### config.mk
export PLATFORM = sky130hd
export DESIGN_NAME = operand_forward_reg
export DESIGN_NICKNAME = d
export VERILOG_FILES = /design/src/rtl/operand_forward_reg.sv
export SDC_FILE = /design/constraint.sdc
export NUM_CORES = 1
export LEC_CHECK = 0
export CORE_MARGIN = 4
export CORE_UTILIZATION = 42
export CTS_CLUSTER_SIZE = 28
export DETAILED_ROUTE_END_ITERATION = 12
export GPL_TIMING_DRIVEN = 0
export PLACE_DENSITY = 0.88
export SLEW_MARGIN = 40
export SYNTH_ARGS = -nofsm -noshare
export SYNTH_HDL_FRONTEND = slang
export SYNTH_SLANG_ARGS = --single-unit
### constraint.sdc
create_clock -name clk_i -period 4.1 [get_ports clk_i]
set_input_delay 0.615 -clock clk_i [delete_from_list [all_inputs] [get_ports clk_i]]
set_output_delay 0.615 -clock clk_i [all_outputs]
set_load 0.01 [all_outputs]
### src/rtl/operand_forward_reg.sv
// ID/EX operand stage: per-source forwarding from DEPTH producer stages, load-use interlock, hold/flush.
// Optional forward/stall statistics counters are built when FWD_STAT_EN is defined.
module operand_forward_reg #(
    parameter int DATA_W  = 32,
    parameter int REG_AW  = 5,
    parameter int NUM_SRC = 2,
    parameter int DEPTH   = 2
) (
    input  logic                      clk_i,
    input  logic                      rst_i,
    input  logic                      id_valid_i,
    input  logic [NUM_SRC*REG_AW-1:0] id_rs_i,
    input  logic [NUM_SRC*DATA_W-1:0] id_data_i,
    input  logic [REG_AW-1:0]         id_rd_i,
    input  logic                      id_we_i,
    input  logic                      id_ld_i,
    input  logic [DEPTH*REG_AW-1:0]   fwd_rd_i,
    input  logic [DEPTH-1:0]          fwd_we_i,
    input  logic [DEPTH-1:0]          fwd_pend_i,
    input  logic [DEPTH*DATA_W-1:0]   fwd_data_i,
    input  logic                      hold_i,
    input  logic                      flush_i,
    output logic                      stall_o,
    output logic                      ex_valid_o,
    output logic [NUM_SRC*DATA_W-1:0] ex_data_o,
    output logic [REG_AW-1:0]         ex_rd_o,
    output logic                      ex_we_o,
    output logic                      ex_ld_o,
    output logic [31:0]               fwd_cnt_o,
    output logic [31:0]               stall_cnt_o
);

    logic [NUM_SRC*DATA_W-1:0] sel_data;
    logic [NUM_SRC-1:0]        op_haz;
    logic                      ex_load;
    logic                      hazard;
`ifdef FWD_STAT_EN
    logic [NUM_SRC-1:0]        fwd_hit;
`endif

    assign ex_load = ex_valid_o & ex_we_o & ex_ld_o;

    // NOTE: every variable gets a default before the loops so no latch can be inferred.
    always_comb begin
        sel_data = id_data_i;
        op_haz   = '0;
`ifdef FWD_STAT_EN
        fwd_hit  = '0;
`endif
        for (int n = 0; n < NUM_SRC; n++) begin
            // Walk oldest to nearest so the nearest match (and its pending flag) wins.
            for (int k = DEPTH - 1; k >= 0; k--) begin
                if (fwd_we_i[k] &&
                    id_rs_i[n*REG_AW +: REG_AW] != '0 &&
                    fwd_rd_i[k*REG_AW +: REG_AW] == id_rs_i[n*REG_AW +: REG_AW]) begin
                    sel_data[n*DATA_W +: DATA_W] = fwd_data_i[k*DATA_W +: DATA_W];
                    op_haz[n]                    = fwd_pend_i[k];
`ifdef FWD_STAT_EN
                    fwd_hit[n]                   = 1'b1;
`endif
                end
            end
            if (ex_load && id_rs_i[n*REG_AW +: REG_AW] != '0 &&
                ex_rd_o == id_rs_i[n*REG_AW +: REG_AW]) begin
                op_haz[n] = 1'b1;
            end
        end
    end

    assign hazard  = id_valid_i & (|op_haz);
    assign stall_o = hazard | hold_i;

    // NOTE: non-blocking assignments so all EX registers update from pre-edge values together.
    always_ff @(posedge clk_i) begin
        if (rst_i) begin
            ex_valid_o <= 1'b0;
            ex_data_o  <= '0;
            ex_rd_o    <= '0;
            ex_we_o    <= 1'b0;
            ex_ld_o    <= 1'b0;
        end else if (!hold_i) begin
            if (flush_i || hazard) begin
                ex_valid_o <= 1'b0;
                ex_we_o    <= 1'b0;
                ex_ld_o    <= 1'b0;
            end else begin
                ex_valid_o <= id_valid_i;
                ex_data_o  <= sel_data;
                ex_rd_o    <= id_rd_i;
                ex_we_o    <= id_we_i & id_valid_i;
                ex_ld_o    <= id_ld_i & id_valid_i;
            end
        end
    end

`ifdef FWD_STAT_EN
    logic [31:0] fwd_cnt_q;
    logic [31:0] stall_cnt_q;
    logic [31:0] nfwd;
    logic [32:0] fwd_sum;
    logic        capture;

    always_comb begin
        nfwd = '0;
        for (int n = 0; n < NUM_SRC; n++) begin
            nfwd = nfwd + 32'(fwd_hit[n]);
        end
    end

    assign fwd_sum = {1'b0, fwd_cnt_q} + {1'b0, nfwd};
    assign capture = !hold_i && !flush_i && !hazard && id_valid_i;

    // Both counters stick at all-ones instead of wrapping.
    always_ff @(posedge clk_i) begin
        if (rst_i) begin
            fwd_cnt_q   <= '0;
            stall_cnt_q <= '0;
        end else begin
            if (capture) begin
                fwd_cnt_q <= fwd_sum[32] ? '1 : fwd_sum[31:0];
            end
            if (hazard && !hold_i && stall_cnt_q != '1) begin
                stall_cnt_q <= stall_cnt_q + 32'd1;
            end
        end
    end

    assign fwd_cnt_o   = fwd_cnt_q;
    assign stall_cnt_o = stall_cnt_q;
`else
    assign fwd_cnt_o   = '0;
    assign stall_cnt_o = '0;
`endif

endmodule

==> results.py, run 1 <==
metrics = {
    "outcome": {
        "run_status": "completed",
    },
    "detailed_routing": {
        "vias_per_cell": 5.31,
        "drc": 0,
        "wl_per_cell_um": 18.4,
        "final_antenna_net_count": 0,
        "finalWirelength_um": 20500,
        "drt_first_pass_iters": 5,
        "drtIter0Drc": 411,
        "vias": 5917,
    },
    "flow_run": {
        "maxCapViolCount": 0,
    },
    "die": {
        "core-area_sq_mm": 0.0120,
        "start_util_pct": 43.1,
        "ioPinCount": 301,
        "die-width_um": 119,
        "die-area_sq_mm": 0.0142,
        "dieHeight_um": 119,
        "fp-row-count": 40,
    },
    "clocking": {
        "clk_latency_ns": 0.34,
        "clkSinkCount": 72,
        "clk_pin_slew_worst_paths_ns": 0.06,
        "cts_max_level": 3,
        "clock-root-buffer": "clkbuf_16",
        "holdBufCountCts": 0,
        "numCtsBuffers": 9,
        "cts_tree": "yes",
        "clock_path_buffers": 2,
    },
    "power": {
        "ir_drop_mv": 0.215,
        "power.leakage_nw": 3.10,
        "power.density_mw_per_mm2": 271,
    },
    "sta": {
        "period_needed_ns": 3.93,
        "fin_ws_ns": 0.166,
        "grt_setup_unrepaired": "false",
        "max-slew-margin-rel_pct": 44.3,
        "drv_slew": 0,
        "tightestPinTransition_ns": 0.835,
        "finalHoldViolations": 0,
        "setup_tns_ns": 0,
        "max_freq_ghz": 0.254,
        "period_share_pct": 96.0,
        "clock_skew_ns": 0.0100,
        "setup_viol": 0,
    },
    "finish": {
        "areaGrowthSynthToFinish_pct": 61.2,
        "drive_gt1_share_pct": 10.8,
        "layout_common_cells": "235 x clkdlybuf4s50_1, 72 x dfxtp_1, 71 x nand3_1",
        "post-route-cell-area_sq_mm": 0.00834,
        "num-nets-final": 1127,
        "layout_commonest_cell": "clkdlybuf4s50_1",
        "finalNonFillerCells": 1115,
        "final_core_util_pct": 69.4,
        "diodes": 0,
    },
    "min_path": {
        "hold_start": "ex_data_o[61]$_SDFFE_PP0P_",
        "whs_path_depth": 2,
        "min_to": "ex_data_o[61]$_SDFFE_PP0P_",
        "hold_path_class": "flop to flop",
    },
    "global_route": {
        "grt_pass1_wl_um": 31300,
        "grtUsageTotal_pct": 27.5,
        "grt_max_degree": 14,
        "antenna_found_initial": 0,
        "grt_overflow": 0,
        "grt_pass1_vias": 5934,
    },
    "worst_setup_path": {
        "path_class": "input pin to output pin",
        "cp-startpoint": "id_rs_i[8]",
        "crit_buf_inv": 3,
        "cp_slowest_cell": "clkdlybuf4s50_1",
        "worst-path-max-fanout": 10,
        "timing.rr.start": "ex_rd_o[4]$_SDFFE_PP0P_",
        "cp_data_required_time_ns": 3.48,
        "worst_r2r_endpoint": "ex_data_o[23]$_SDFFE_PP0P_",
        "worstPathCellList": "clkdlybuf4s50_1, or4_1, nor2_2, or4_1, a21boi_1, o21ai_4, clkbuf_4, nand2_1, clkdlybuf4s50_1",
        "crit_family": "buffers and inverters",
        "reg2reg_slack_ns": 1.87,
        "critical_path_arrival_ns": 3.32,
        "critPathMaxStageDelay_ns": 0.61,
        "worstRegToRegCells": 8,
        "start_kind": "input pin",
        "cp-end-kind": "output pin",
        "critical_path_depth": 9,
    },
    "place": {
        "dp_slack_ns": -0.420,
        "gp_congestion": 0.888,
        "placed_area_sq_mm": 0.00796,
        "place_hpwl_um": 15900,
        "io_buffers": 235,
        "dp.cells": 1098,
    },
    "yosys": {
        "synth-edff-count": 0,
        "synthMuxAreaShare_pct": 12.4,
        "avgSynthCellArea_sq_um": 7.92,
        "yosys_register_bits": 72,
        "synth_top_family_by_area": "simple AND/OR/NAND/NOR gates",
        "synth_compound_area_share_pct": 18.4,
        "synthCells": 653,
        "syn_area_sq_mm": 0.00517,
        "async_flop_share_pct": 0,
        "synth_xor_area_share_pct": 5.08,
        "yosys.area_share.adder_pct": 0,
        "synthSimpleGateAreaFrac_pct": 21.7,
        "ys_types": 34,
        "yosysSeqAreaShare_pct": 27.9,
        "synth_ff_type": "dfxtp_1",
        "yosysWarnings": 0,
    },
}
==> synth_stat cells, types with 3 or more instances <==
master,n,area [sq um]
nor2_1,66,248
o21ai_1,31,155
nand3_1,71,355
a21oi_1,5,25.0
o21ai_0,39,195
nand4_1,4,25.0
buf_4,66,495
mux2i_1,64,641
clkbuf_2,3,15.0
or4_1,4,30.0
a211oi_1,64,480
dfxtp_1,72,1440
nand2b_1,64,400
buf_2,6,30.0
clkbuf_1,35,131
xor2_1,12,105
buf_8,3,45.0
xnor2_1,18,158
buf_1,6,22.5
==> tightest hold or removal path: cells and delay by family, from the launching register on <==
kind	cells	cell delay, ns
AO/OA/AOI/OAI	1	0.05
flip-flops	1	0.31
AND/OR/NAND/NOR	1	0.06
==> report_power, final <==
group	leakage, nW	internal, mW	switching, mW	total [mW]
Combinational	2.35	0.333	0.254	0.586
Sequential	0.589	0.738	0.0230	0.761
Clock	0.166	0.595	0.320	0.915
==> cell families after synthesis <==
kind of cell | Yosys count
buffers and inverters | 120
multiplexers | 64
other | 1
AO/OA/AOI/OAI | 149
flip-flops | 72
XOR/XNOR | 30
AND/OR/NAND/NOR | 217
==> layer usage <==
layer	share of wire (%)	wire, um	GRT usage [%]	vias to the layer above
met5	0	0	0	-
met4	2.7	555	10.7	0
met3	10	2040	6.93	46
met2	49	10100	48.5	338
met1	38	7860	31.9	2724
li1	-	-	-	2809
==> how the worst max path moves through the flow <==
| stage | slack, ns | end |
|---|---|---|
| final | 0.17 | stall_o |
| after global routing | 0.04 | stall_o |
| after CTS | 0.006 | stall_o |
| after detailed placement | -0.42 | stall_o |
| after global placement | -0.35 | stall_o |
| after floorplan | 1.16 | stall_o |
==> layout make-up <==
| class | count | area, sq um |
|---|---|---|
| repair buffers | 236 | 2360 |
| clock inverters | 7 | 120 |
| flip-flops and latches | 72 | 1440 |
| well taps | 147 | 184 |
| clock buffers | 9 | 225 |
| multi-input cells | 524 | 3250 |
| plain buffers | 120 | 756 |
| fillers | 981 | 3670 |
==> flip-flops by register name, summed over array words and instances, names as in the netlist <==
signal and flops:
ex_rd_o 5, ex_data_o 64, ex_we_o 1, ex_ld_o 1
ex_valid_o 1
==> through the flow <==
step / hold WS, ns / power, mW
2_1_floorplan: 0.486 / 1.03
3_3_place_gp: 0.450 / 1.34
3_5_place_dp: 0.453 / 1.35
4_1_cts: 0.465 / 2.26
5_1_grt: 0.482 / 2.34
6_report: 0.463 / 2.26
==> timing repair <==
item                       CTS  global route
hold endpoints to repair     0             0
gates resized for setup      5             2
pin swaps                    0             1
buffers inserted             0             1
setup endpoints to repair    1             1
Power figures use the tool's default switching activity.
==> inputs of run 2 (changes only) <==
- PLACE_DENSITY: 0.88 -> 0.95
==> run 2 against run 1 <==
Compared with the run above:
- count of clock-buffer cells in the layout increased by 1
- fmax decreased by 0.12%
- clock power decreased by 4.5%
- sequential share of layout area increased by 0.068 points
- global-route usage increased by 0.26 points
==> results.py, run 2 (same netlist as run 1, synthesis figures left out) <==
metrics = {
    "sta": {
        "max-slew-margin-rel_pct": 45.0,
        "setup_viol": 0,
        "drv_slew": 0,
        "period_share_pct": 96.1,
        "grt_setup_unrepaired": "false",
        "clock_skew_ns": 0.00925,
        "period_needed_ns": 3.94,
        "finalHoldViolations": 0,
        "tightestPinTransition_ns": 0.825,
        "setup_tns_ns": 0,
        "fin_ws_ns": 0.161,
        "max_freq_ghz": 0.254,
    },
    "detailed_routing": {
        "vias": 6062,
        "drt_first_pass_iters": 7,
        "drtIter0Drc": 445,
        "final_antenna_net_count": 0,
        "drc": 0,
        "wl_per_cell_um": 18.7,
        "finalWirelength_um": 20800,
        "vias_per_cell": 5.44,
    },
    "worst_setup_path": {
        "crit_family": "buffers and inverters",
        "cp_data_required_time_ns": 3.48,
        "crit_buf_inv": 3,
        "cp_slowest_cell": "or4_1",
        "start_kind": "input pin",
        "critPathMaxStageDelay_ns": 0.58,
        "timing.rr.start": "ex_rd_o[0]$_SDFFE_PP0P_",
        "cp-end-kind": "output pin",
        "worstPathCellList": "clkdlybuf4s50_1, or4_1, nor2_1, or4_1, a21boi_1, o21ai_2, clkbuf_2, nand2_1, clkdlybuf4s50_1",
        "critical_path_arrival_ns": 3.32,
        "cp-startpoint": "id_rs_i[6]",
        "path_class": "input pin to output pin",
        "worst-path-max-fanout": 10,
    },
    "clocking": {
        "clock-root-buffer": "clkbuf_16",
        "numCtsBuffers": 9,
        "clkSinkCount": 72,
        "clk_latency_ns": 0.33,
        "clk_pin_slew_worst_paths_ns": 0.06,
        "clock_path_buffers": 2,
        "cts_max_level": 3,
        "cts_tree": "yes",
    },
    "finish": {
        "layout_common_cells": "235 x clkdlybuf4s50_1, 72 x dfxtp_1, 71 x nand3_1",
        "top_register": "ex_data_o",
        "finalNonFillerCells": 1115,
        "areaGrowthSynthToFinish_pct": 60.5,
        "reg.largest.list": "ex_data_o (64), ex_rd_o (5)",
        "num-nets-final": 1127,
        "final_core_util_pct": 69.1,
        "diodes": 0,
        "layout_commonest_cell": "clkdlybuf4s50_1",
        "largest_reg_flops": 64,
        "drive_gt1_share_pct": 10.5,
    },
    "global_route": {
        "grt_overflow": 0,
        "antenna_found_initial": 0,
        "grtUsageTotal_pct": 27.8,
        "grt_pass1_vias": 6029,
        "grt_max_degree": 14,
        "grt_pass1_wl_um": 31600,
    },
    "power": {
        "p_int_mw": 1.62,
        "pwr-share-seq_pct": 34.2,
        "power_switching_mw": 0.600,
        "p_sw_share_pct": 27.0,
        "ir_drop_mv": 0.167,
        "power.density_mw_per_mm2": 268,
        "p_clk_share_pct": 39.3,
        "power.leakage_nw": 3.09,
        "combPwrFrac_pct": 26.4,
        "power.total_mw": 2.22,
    },
    "die": {
        "fp-row-count": 40,
        "die-width_um": 119,
        "dieHeight_um": 119,
        "core-area_sq_mm": 0.0120,
        "ioPinCount": 301,
        "die-area_sq_mm": 0.0142,
        "start_util_pct": 43.1,
    },
    "min_path": {
        "hold_path_class": "flop to flop",
        "hold_start": "ex_data_o[3]$_SDFFE_PP0P_",
    },
    "outcome": {
        "run_status": "completed",
    },
    "place": {
        "dp_slack_ns": -0.374,
        "gp_congestion": 0.904,
        "io_buffers": 235,
        "dp.cells": 1098,
        "place_hpwl_um": 16300,
    },
    "flow_run": {
        "maxCapViolCount": 0,
    },
}
## run 2: cell count changes in the layout (fill, tap and decap cells not counted)
cell       delta
bufinv_16     -1
clkbuf_1      +1
clkbuf_4      -1
clkbuf_8      +1
clkinv_4      -2
inv_6         +2
nor2_1        +2
nor2_2        -2
o21ai_2       +1
o21ai_4       -1
## run 2: path summary, 6_finish.rpt
kind                                    end  slack (ns)  depth (start not counted)
setup / recovery                    stall_o        0.16                          9
hold / removal    ex_data_o[3]$_SDFFE_PP0P_        0.46                          2
setup reg to reg  ex_data_o[6]$_SDFFE_PP0P_        1.98                          8
hold reg to reg   ex_data_o[3]$_SDFFE_PP0P_        0.46                          2
## run 2: final cells by class
type,count,area [sq um]
fillers,954,3710
multi-input cells,524,3240
repair buffers,236,2360
flip-flops and latches,72,1440
plain buffers,120,752
clock buffers,10,239
well taps,147,184
clock inverters,6,90.1
## run 2: stage by stage
| stage | hold WS [ns] | area, sq um |
|---|---|---|
| 2_1_floorplan | 0.486 | 5410 |
| 3_3_place_gp | 0.451 | 7950 |
| 3_5_place_dp | 0.454 | 7960 |
| 4_1_cts | 0.465 | 8310 |
| 5_1_grt | 0.484 | 8310 |
| 6_report | 0.464 | 8310 |
## run 2: timing repair
action,CTS,global route
resized for setup,2,1
endpoints found under the setup margin,1,1
hold buffers,0,0
pin swaps,1,0
buffers inserted,1,0
## run 2: power groups by stage
| stage | logic [mW] | registers, mW | clock network (mW) |
|---|---|---|---|
| global placement | 0.566 | 0.774 | 0 |
| floorplan | 0.245 | 0.790 | 0 |
| global route | 0.627 | 0.765 | 0.899 |
| finish | 0.588 | 0.761 | 0.874 |
| CTS | 0.582 | 0.761 | 0.873 |
| detailed placement | 0.578 | 0.776 | 0 |
## run 2: worst register-to-register path: cells and delay by family (launching register included)
family / cells / cell delay [ns]
DFF: 1 / 0.41
and+or+nand+nor: 2 / 0.24
xor gates and xnor gates: 1 / 0.19
AOI/OAI and AO/OA: 3 / 0.52
buffers and inverters: 2 / 0.70
## run 2: metal layers
| metal | vias up | global-route usage (%) | wire length [um] |
|---|---|---|---|
| li1 | 2808 | - | - |
| met1 | 2858 | 31.4 | 7770 |
| met2 | 360 | 50.3 | 10500 |
| met3 | 36 | 7.69 | 2130 |
| met4 | 0 | 8.76 | 485 |
| met5 | - | 0 | 0 |
